--- src/rtl/dual_mem_accum_ctrl.sv ---
// ---------------------------------------------------------------------------
// dual_mem_accum_ctrl
//   Sequencer for the dual block-RAM sum datapath. A start request issues a
//   contiguous, wrapping run of read addresses on the address bus shared by
//   RAM A and RAM B. The sequencer tracks the RAM read latency with a valid
//   shift register and accumulates dout_a + dout_b for each returned word.
//   Completion is signalled with a busy/done handshake. A transaction can be
//   aborted; the partial sum is then kept.
//
// Ports
//   clock      in   rising-edge clock
//   reset      in   asynchronous active-low reset
//   start      in   transaction request, sampled only in IDLE
//   abort      in   cancel in-progress transaction (wins over start)
//   base_addr  in   first address of the run (latched on start)
//   length     in   number of addresses, 0..2**ADDR_W (latched on start)
//   mem_en     out  RAM enable, high on issue cycles only
//   mem_we     out  RAM write enable, constant 0
//   mem_addr   out  shared RAM address
//   dout_a     in   RAM A read data
//   dout_b     in   RAM B read data
//   busy       out  transaction in progress
//   done       out  one-cycle completion pulse; sum is final in that cycle
//   sum        out  accumulated result, held between transactions
//   overflow   out  sticky carry-out of sum for the current transaction
// ---------------------------------------------------------------------------
module dual_mem_accum_ctrl #(
   parameter int ADDR_W = 3,
   parameter int DATA_W = 4,
   parameter int SUM_W  = 16,
   parameter int RD_LAT = 1
) (
   input  logic              clock,
   input  logic              reset,
   input  logic              start,
   input  logic              abort,
   input  logic [ADDR_W-1:0] base_addr,
   input  logic [ADDR_W:0]   length,
   output logic              mem_en,
   output logic              mem_we,
   output logic [ADDR_W-1:0] mem_addr,
   input  logic [DATA_W-1:0] dout_a,
   input  logic [DATA_W-1:0] dout_b,
   output logic              busy,
   output logic              done,
   output logic [SUM_W-1:0]  sum,
   output logic              overflow
);

   typedef enum logic [1:0] {IDLE, ISSUE, DRAIN, FIN} state_t;

   state_t             state_q, state_d;
   logic [ADDR_W:0]    rem_q, rem_d;     // issues left, including the current one
   logic [ADDR_W-1:0]  addr_d;
   logic               mem_en_d, busy_d, done_d;
   logic [RD_LAT-1:0]  vld_q, vld_d;     // bit RD_LAT-1 marks a data-return cycle
   logic [RD_LAT-1:0]  vld_rest;         // reads still in flight beyond this cycle
   logic               clr_acc, acc_en;
   logic [SUM_W:0]     acc_full;

   assign mem_we   = 1'b0;
   assign vld_rest = vld_q << 1;

   // Returned data is accumulated only in its valid cycle; an abort in that
   // same cycle discards it together with the rest of the pipeline.
   assign acc_en   = vld_q[RD_LAT-1] & ~abort;
   assign acc_full = {1'b0, sum} + (SUM_W+1)'(dout_a) + (SUM_W+1)'(dout_b);

   // NOTE: every signal driven here gets a default first, so no path can
   // leave one unassigned and infer a latch.
   always_comb begin
      state_d  = state_q;
      rem_d    = rem_q;
      addr_d   = mem_addr;
      mem_en_d = 1'b0;
      clr_acc  = 1'b0;
      vld_d    = (vld_q << 1) | RD_LAT'(mem_en);

      unique case (state_q)
         IDLE: begin
            if (start && !abort) begin
               clr_acc = 1'b1;
               addr_d  = base_addr;
               rem_d   = length;
               if (length != '0) begin
                  state_d  = ISSUE;
                  mem_en_d = 1'b1;
               end else begin
                  state_d = FIN;
               end
            end
         end
         ISSUE: begin
            if (abort) begin
               state_d = IDLE;
               vld_d   = '0;
            end else if (rem_q == 1) begin
               // The last read is still in flight after this cycle, so the
               // pipeline is never empty here and DRAIN is always next.
               rem_d   = '0;
               state_d = DRAIN;
            end else begin
               rem_d    = rem_q - 1'b1;
               addr_d   = mem_addr + 1'b1;   // wraps modulo 2**ADDR_W
               mem_en_d = 1'b1;
            end
         end
         DRAIN: begin
            if (abort) begin
               state_d = IDLE;
               vld_d   = '0;
            end else if (vld_rest == '0) begin
               state_d = FIN;
            end
         end
         FIN: begin
            state_d = IDLE;
         end
         default: begin
            state_d = IDLE;
         end
      endcase

      busy_d = (state_d == ISSUE) || (state_d == DRAIN);
      done_d = (state_d == FIN);
   end

   // NOTE: state registers use non-blocking assignments so every flop samples
   // the pre-edge values regardless of statement order.
   always_ff @(posedge clock or negedge reset) begin
      if (!reset) begin
         state_q  <= IDLE;
         rem_q    <= '0;
         mem_en   <= 1'b0;
         mem_addr <= '0;
         busy     <= 1'b0;
         done     <= 1'b0;
         vld_q    <= '0;
         sum      <= '0;
         overflow <= 1'b0;
      end else begin
         state_q  <= state_d;
         rem_q    <= rem_d;
         mem_en   <= mem_en_d;
         mem_addr <= addr_d;
         busy     <= busy_d;
         done     <= done_d;
         vld_q    <= vld_d;
         if (clr_acc) begin
            sum      <= '0;
            overflow <= 1'b0;
         end else if (acc_en) begin
            sum      <= acc_full[SUM_W-1:0];
            overflow <= overflow | acc_full[SUM_W];
         end
      end
   end

endmodule
--- config.mk ---
export PLATFORM = sky130hd
export DESIGN_NAME = dual_mem_accum_ctrl
export DESIGN_NICKNAME = d
export VERILOG_FILES = /design/src/rtl/dual_mem_accum_ctrl.sv
export SDC_FILE = /design/constraint.sdc
export NUM_CORES = 1
export LEC_CHECK = 0
export ABC_CLOCK_PERIOD_IN_PS = 2600
export CAP_MARGIN = 30
export CORE_MARGIN = 5
export CORE_UTILIZATION = 35
export CTS_BUF_LIST = sky130_fd_sc_hd__clkbuf_2
export DETAILED_ROUTE_END_ITERATION = 10
export GPL_TIMING_DRIVEN = 0
export PLACE_DENSITY = 0.6
export SETUP_SLACK_MARGIN = 0.3
export SLEW_MARGIN = 0
export SYNTH_ARGS = -nofsm -noshare
export SYNTH_HDL_FRONTEND = slang
export SYNTH_SLANG_ARGS = --single-unit
--- constraint.sdc ---
create_clock -name clock -period 2.6 [get_ports clock]
set_clock_uncertainty 0.1 [all_clocks]
set_input_delay 0.39 -clock clock [delete_from_list [all_inputs] [get_ports clock]]
set_output_delay 0.39 -clock clock [all_outputs]
set_load 0.05 [all_outputs]
Word level (Yosys, flattened, before mapping):

Index checks and enable logic that the tools add are counted.

* output and inout port bits: 24
* RAM bits: 0
* input bits: 19
* word-level logic and storage cells: 63
* bits in latches: 0
* memories kept: 0
* flip-flop bits (word level): 30
* bits in read-only memories: 0

* $mul: 0
* order comparisons: 0
* bitwise logic cells: 3
* reductions and logical operators: 10
* equality and inequality tests: 10
* div/mod/pow operators: 0
* $add $sub $neg: 4
* shift-type cells: 0
* multiplexer cells: 27

Operator list (number)
* $mux 16: 2
* $add 16x4->17: 1
* $add 17x4->17: 1
* $mux 4: 3
* $mux 1: 10
* $mux 2: 5
* $mux 3: 3
* $eq 2x2->1 const B: 4
* $pmux 2 s4: 1
* $pmux 4 s2: 1
* $ne 2x2->1 const B: 3
* $pmux 3 s2: 1
* $eq 2x1->1 const B: 2
* $eq 4x1->1 const B: 1
* $reduce_and 4->1: 1
* $reduce_bool 2->1: 2
* $reduce_bool 4->1: 1
* $sub 4x1->4 const B: 1
* $add 3x1->3 const B: 1
* $reduce_and 3->1: 1
* $logic_not 2->1: 1
* $pmux 1 s2: 1
* $reduce_or 2->1: 1
* $and 1x1->1: 1
* 5 further kinds: 5

Longest topological paths before layout:

* word-level depth: 6
* mapped depth: 10
* mapped depth without buffers: 10

Least setup slack after synthesis:

OpenSTA, ideal clock, no wires.

* path kind: reg2reg
* from: register sum[0]
* to: register sum[11]
* data arrival time: 2685 ps
* slack: -263 ps
* data required time: 2422 ps
* library setup time: 78 ps
* stages on the path, launching flop included: 11
* period minus slack after synthesis: 2863 ps
* buffers on the path: 0
* cells stage by stage: dfrtp_1 -> inv_1 -> fa_1 -> inv_1 -> ha_1 -> inv_1 -> fa_1 -> and2b_1 -> o31ai_2 -> or4_1 -> a21oi_1

* cells in the longest elaborated chain, start to end: 4

Ends and longest elaborated chain
* from (decl): RTL line 46 `output logic [SUM_W-1:0] sum,`
* from (signal assigned): RTL line 153 `sum <= acc_full[SUM_W-1:0];`
* $add 16x4->17: RTL line 67 `assign acc_full = {1'b0, sum} + (SUM_W+1)'(dout_a) + (SUM_W+1)'(dout_b);`
* $add 17x4->17: RTL line 67
* $mux 16: RTL line 152 `end else if (acc_en) begin`
* $mux 16: RTL line 149 `if (clr_acc) begin`

No other way between the ends. The select of a mux whose other input is x is not followed.
A chain may end at the register's enable or synchronous reset.

Final worst setup path:

* from: register sum[1]
* to: register sum[15]

The elaborated chain is that of the path after synthesis.

==> impl_metrics.tcl <==
set metrics [dict create \
    vias 1696 \
    synthMuxAreaShare_pct 1.59 \
    cp.arrival_ns 2.88 \
    antennaDiodeCount 0 \
    ios 43 \
    worstPathMaxFanout 6 \
    cts.sinks 30 \
    finalNonFillerCells 334 \
    timing.final.ws_setup_ns -0.0691 \
    synth-simple-area-share_pct 19.2 \
    start_util_pct 36.6 \
    report.final.setup_viol 4 \
    fmax_mhz 375 \
    place.gp.congestion 0.827 \
    syn_nets 241 \
    synth_compound_area_share_pct 21.4 \
    grt_pass1_wl_um 7710 \
    cts_tree "done" \
    crit_required_ns 2.81 \
    htree_num_levels 2 \
    rows 26 \
    fin_util_pct 51.5 \
    final_nets 298 \
    switching_power_mw 1.05 \
    clkLatencyLatePin_ns 0.38 \
    swShare_pct 43.5 \
    fin_crit_sh_pct 103 \
    violations "negative setup slack" \
    drv_cap 0 \
    synth_top_family_by_area "compound AO/OA/AOI/OAI gates" \
    chipWidth_um 83.5 \
    synth_edf_count 0 \
    syn_area_um2 1890 \
    peakVddDrop_mv 0.394 \
    wl_met2_um 2020 \
    endpoint_kind "flip-flop" \
    hold_viol 0 \
    synth-async-reset-ratio_pct 100 \
    status "finished with violations" \
    wl_met3_um 201 \
    crit_chain "fa_1, ha_2, inv_2, fa_2, and2b_2, o31ai_4, or4b_1, a21oi_2" \
    hp-class "flip-flop to flip-flop" \
    num-fill-cells 488 \
    whs_ns 0.442 \
    final_antenna_net_count 0 \
    cpPeakStageDelay_ns 0.51 \
    slew_violations 0 \
    clock_power_share_pct 18.0 \
    yosysSeqAreaShare_pct 39.7 \
    antenna_found_initial 0 \
    clockBufferDepth 2 \
    clk_pin_slew_ns 0.18 \
    dp.cells 317 \
    first_pass_iters 4 \
    p_int_mw 1.36 \
    cts_buffers 5 \
    p_per_area_nw_per_um2 907 \
    drt_iter0_drc 71 \
    synth_warnings 0 \
    min_period_ns 2.67 \
    syn_avg_cell_area_um2 9.18 \
    coreArea_um2 5170 \
    drive_above_1_share_pct 17.4 \
    wl_met1_um 2220 \
    die_area_um2 6980 \
    grt_pass1_vias 1621 \
    wl_per_cell_um 13.5 \
    path_class "flip-flop to flip-flop" \
    areaGrowthSynthToFinish_pct 40.7 \
    synth-xor-area-share_pct 0 \
    rsz0062_at_grt "true" \
    synthAdderAreaFrac_pct 12.6 \
    synth_cells 206 \
    wl_um 4520 \
    die_height_um 83.5 \
    vias_per_cell 5.08 \
    grt-ovfl-total 0 \
    drc 0 \
    power_mw 2.41 \
    start_kind "flip-flop" \
    grtUsageTotal_pct 13.5 \
    place.detailed.hpwl_um 3290 \
    ys_ff_latch 30 \
    cts-root-buf "clkbuf_2" \
    synth.distinct_cells 45 \
    tightest_slew_ns 0.701 \
    relSlewSlack_pct 53.3 \
    grt_max_degree 31 \
    critPathSlowestCell "fa_1" \
    power_frac_comb_pct 53.1 \
    leakage_nw 1.17 \
    portBuffers 41 \
    top_layer_used "met4" \
    synth_flop_cell "dfrtp_1" \
    seqPwrFrac_pct 28.8 \
]
final cells by class:
cell class | instances | area (um^2) | share of cell area (%)
plain buffers | 9 | 46.3 | 1.74
clock buffers | 5 | 25.0 | 0.940
repair buffers | 50 | 480 | 18.1
clock inverters | 3 | 63.8 | 2.40
flip-flops and latches | 30 | 756 | 28.4
multi-input cells | 152 | 1150 | 43.1
inverters | 15 | 56.3 | 2.12
well taps | 70 | 87.6 | 3.29
synthesized netlist by cell type (2+ instances only):
| library cell | instances | area share [%] |
|---|---|---|
| mux2i_1 | 3 | 1.6 |
| o31ai_1 | 4 | 1.6 |
| a21o_1 | 2 | 0.79 |
| nand4_1 | 3 | 0.99 |
| nor3_1 | 5 | 1.3 |
| a21oi_1 | 17 | 4.5 |
| fa_1 | 5 | 5.3 |
| a31oi_1 | 4 | 1.3 |
| nand3_1 | 2 | 0.53 |
| nand2_1 | 16 | 3.2 |
| and2_1 | 2 | 0.66 |
| o41ai_1 | 2 | 0.93 |
| buf_4 | 2 | 0.79 |
| or4_1 | 2 | 0.79 |
| nand2b_1 | 3 | 0.99 |
| buf_2 | 2 | 0.53 |
| or3_1 | 3 | 0.99 |
| clkbuf_1 | 4 | 0.79 |
| nor2_1 | 20 | 4.0 |
| and3b_1 | 2 | 0.93 |
| dfrtp_1 | 30 | 40 |
| o21ai_0 | 17 | 4.5 |
| nor2b_1 | 6 | 2.0 |
| inv_1 | 15 | 3.0 |
| ha_1 | 11 | 7.3 |
| a41o_1 | 4 | 2.1 |
| and3_1 | 2 | 0.66 |
metal layers:
layer  vias up  track usage [%]
met2        36             20.6
met1       798             18.4
li1        853                -
met3         9             3.75
met4         0             4.82
met5         -                0
metrics by stage:
step | area (um^2) | setup TNS, ns | setup WS [ns]
2_1_floorplan | 1920 | -0.0899 | -0.0747
3_3_place_gp | 2420 | -3.79 | -0.500
3_5_place_dp | 2420 | -4.08 | -0.521
4_1_cts | 2580 | -0.163 | -0.0673
5_1_grt | 2660 | -0.808 | -0.187
6_report | 2660 | -0.133 | -0.0691
cell families (layout without fill, tap and decap cells):
| group | Yosys count | count (layout) |
|---|---|---|
| AND/OR/NAND/NOR | 71 | 71 |
| adder cells (fa/ha/maj) | 16 | 16 |
| buffers and inverters | 24 | 82 |
| other | 1 | 1 |
| multiplexers | 3 | 3 |
| AO/OA/AOI/OAI | 61 | 61 |
| flip-flops | 30 | 30 |
critical path, delay by kind of cell (launching register included):
family,cells,cell delay [ns]
buf+inv,1,0.04
simple gates,2,0.75
fa+ha+maj,3,1.03
flops,1,0.45
compound gates,2,0.23
power by group through the flow:
stage | Clock (mW) | Combinational, mW | Sequential (mW)
floorplan | 0 | 0.605 | 0.944
global placement | 0 | 1.19 | 0.702
detailed placement | 0 | 1.20 | 0.707
CTS | 0.447 | 1.24 | 0.694
global route | 0.465 | 1.42 | 0.719
finish | 0.436 | 1.28 | 0.696
timing repair:
item / in CTS / in global routing
buffers inserted: 7 / 1
endpoints found under the setup margin: 11 / 16
gates resized for setup: 5 / 15
gates cloned: 0 / 0
endpoints found under the hold margin: 30 / 0
hold buffers: 1 / 0
pin swaps: 5 / 3
final timing paths:
path / to / startpoint / depth (start not counted) / slack (ns)
setup / recovery: sum[15] / sum[1] / 8 / -0.07
hold / removal: overflow / overflow / 2 / 0.44
setup reg to reg: sum[15] / sum[1] / 8 / -0.07
hold reg to reg: overflow / overflow / 2 / 0.44
max in group asynchronous: sum[3] / reset / 2 / 1.45
min in group asynchronous: sum[8] / reset / 2 / 0.46
flip-flops by register name (all words and copies together), names as in the netlist:
register  cells
sum          16
overflow      1
vld_q         1
state_q       2
mem_addr      3
busy          1
done          1
mem_en        1
rem_q         4
layout by cell type, fill, tap and decap left out, types with 2 or more instances in the layout:
| cell type | Yosys | layout |
|---|---|---|
| fa_1 | 5 | 3 |
| bufinv_16 | 0 | 2 |
| mux2i_1 | 3 | 3 |
| buf_2 | 2 | 3 |
| or4_1 | 2 | 2 |
| fa_2 | 0 | 2 |
| nand4_1 | 3 | 3 |
| clkdlybuf4s50_1 | 0 | 38 |
| a21oi_1 | 17 | 14 |
| ha_4 | 0 | 3 |
| nor3_1 | 5 | 5 |
| nor2b_1 | 6 | 6 |
| o41ai_1 | 2 | 2 |
| nand2b_1 | 3 | 3 |
| inv_1 | 15 | 14 |
| o31ai_1 | 4 | 2 |
| and2_1 | 2 | 2 |
| nand3_1 | 2 | 2 |
| clkbuf_2 | 1 | 7 |
| o31ai_2 | 1 | 2 |
| o21ai_1 | 0 | 2 |
| a21oi_2 | 0 | 2 |
| a41o_1 | 4 | 4 |
| ha_1 | 11 | 7 |
| a31oi_1 | 4 | 4 |
| or3_1 | 3 | 2 |
| buf_4 | 2 | 9 |
| and3b_1 | 2 | 2 |
| nand2_1 | 16 | 16 |
| clkbuf_1 | 4 | 3 |
| a21o_1 | 2 | 2 |
| nor2_1 | 20 | 20 |
| and3_1 | 2 | 2 |
| dfrtp_1 | 30 | 26 |
| o21ai_0 | 17 | 15 |
| dfrtp_2 | 0 | 4 |
No activity file was read; power rests on OpenSTA's default activity.
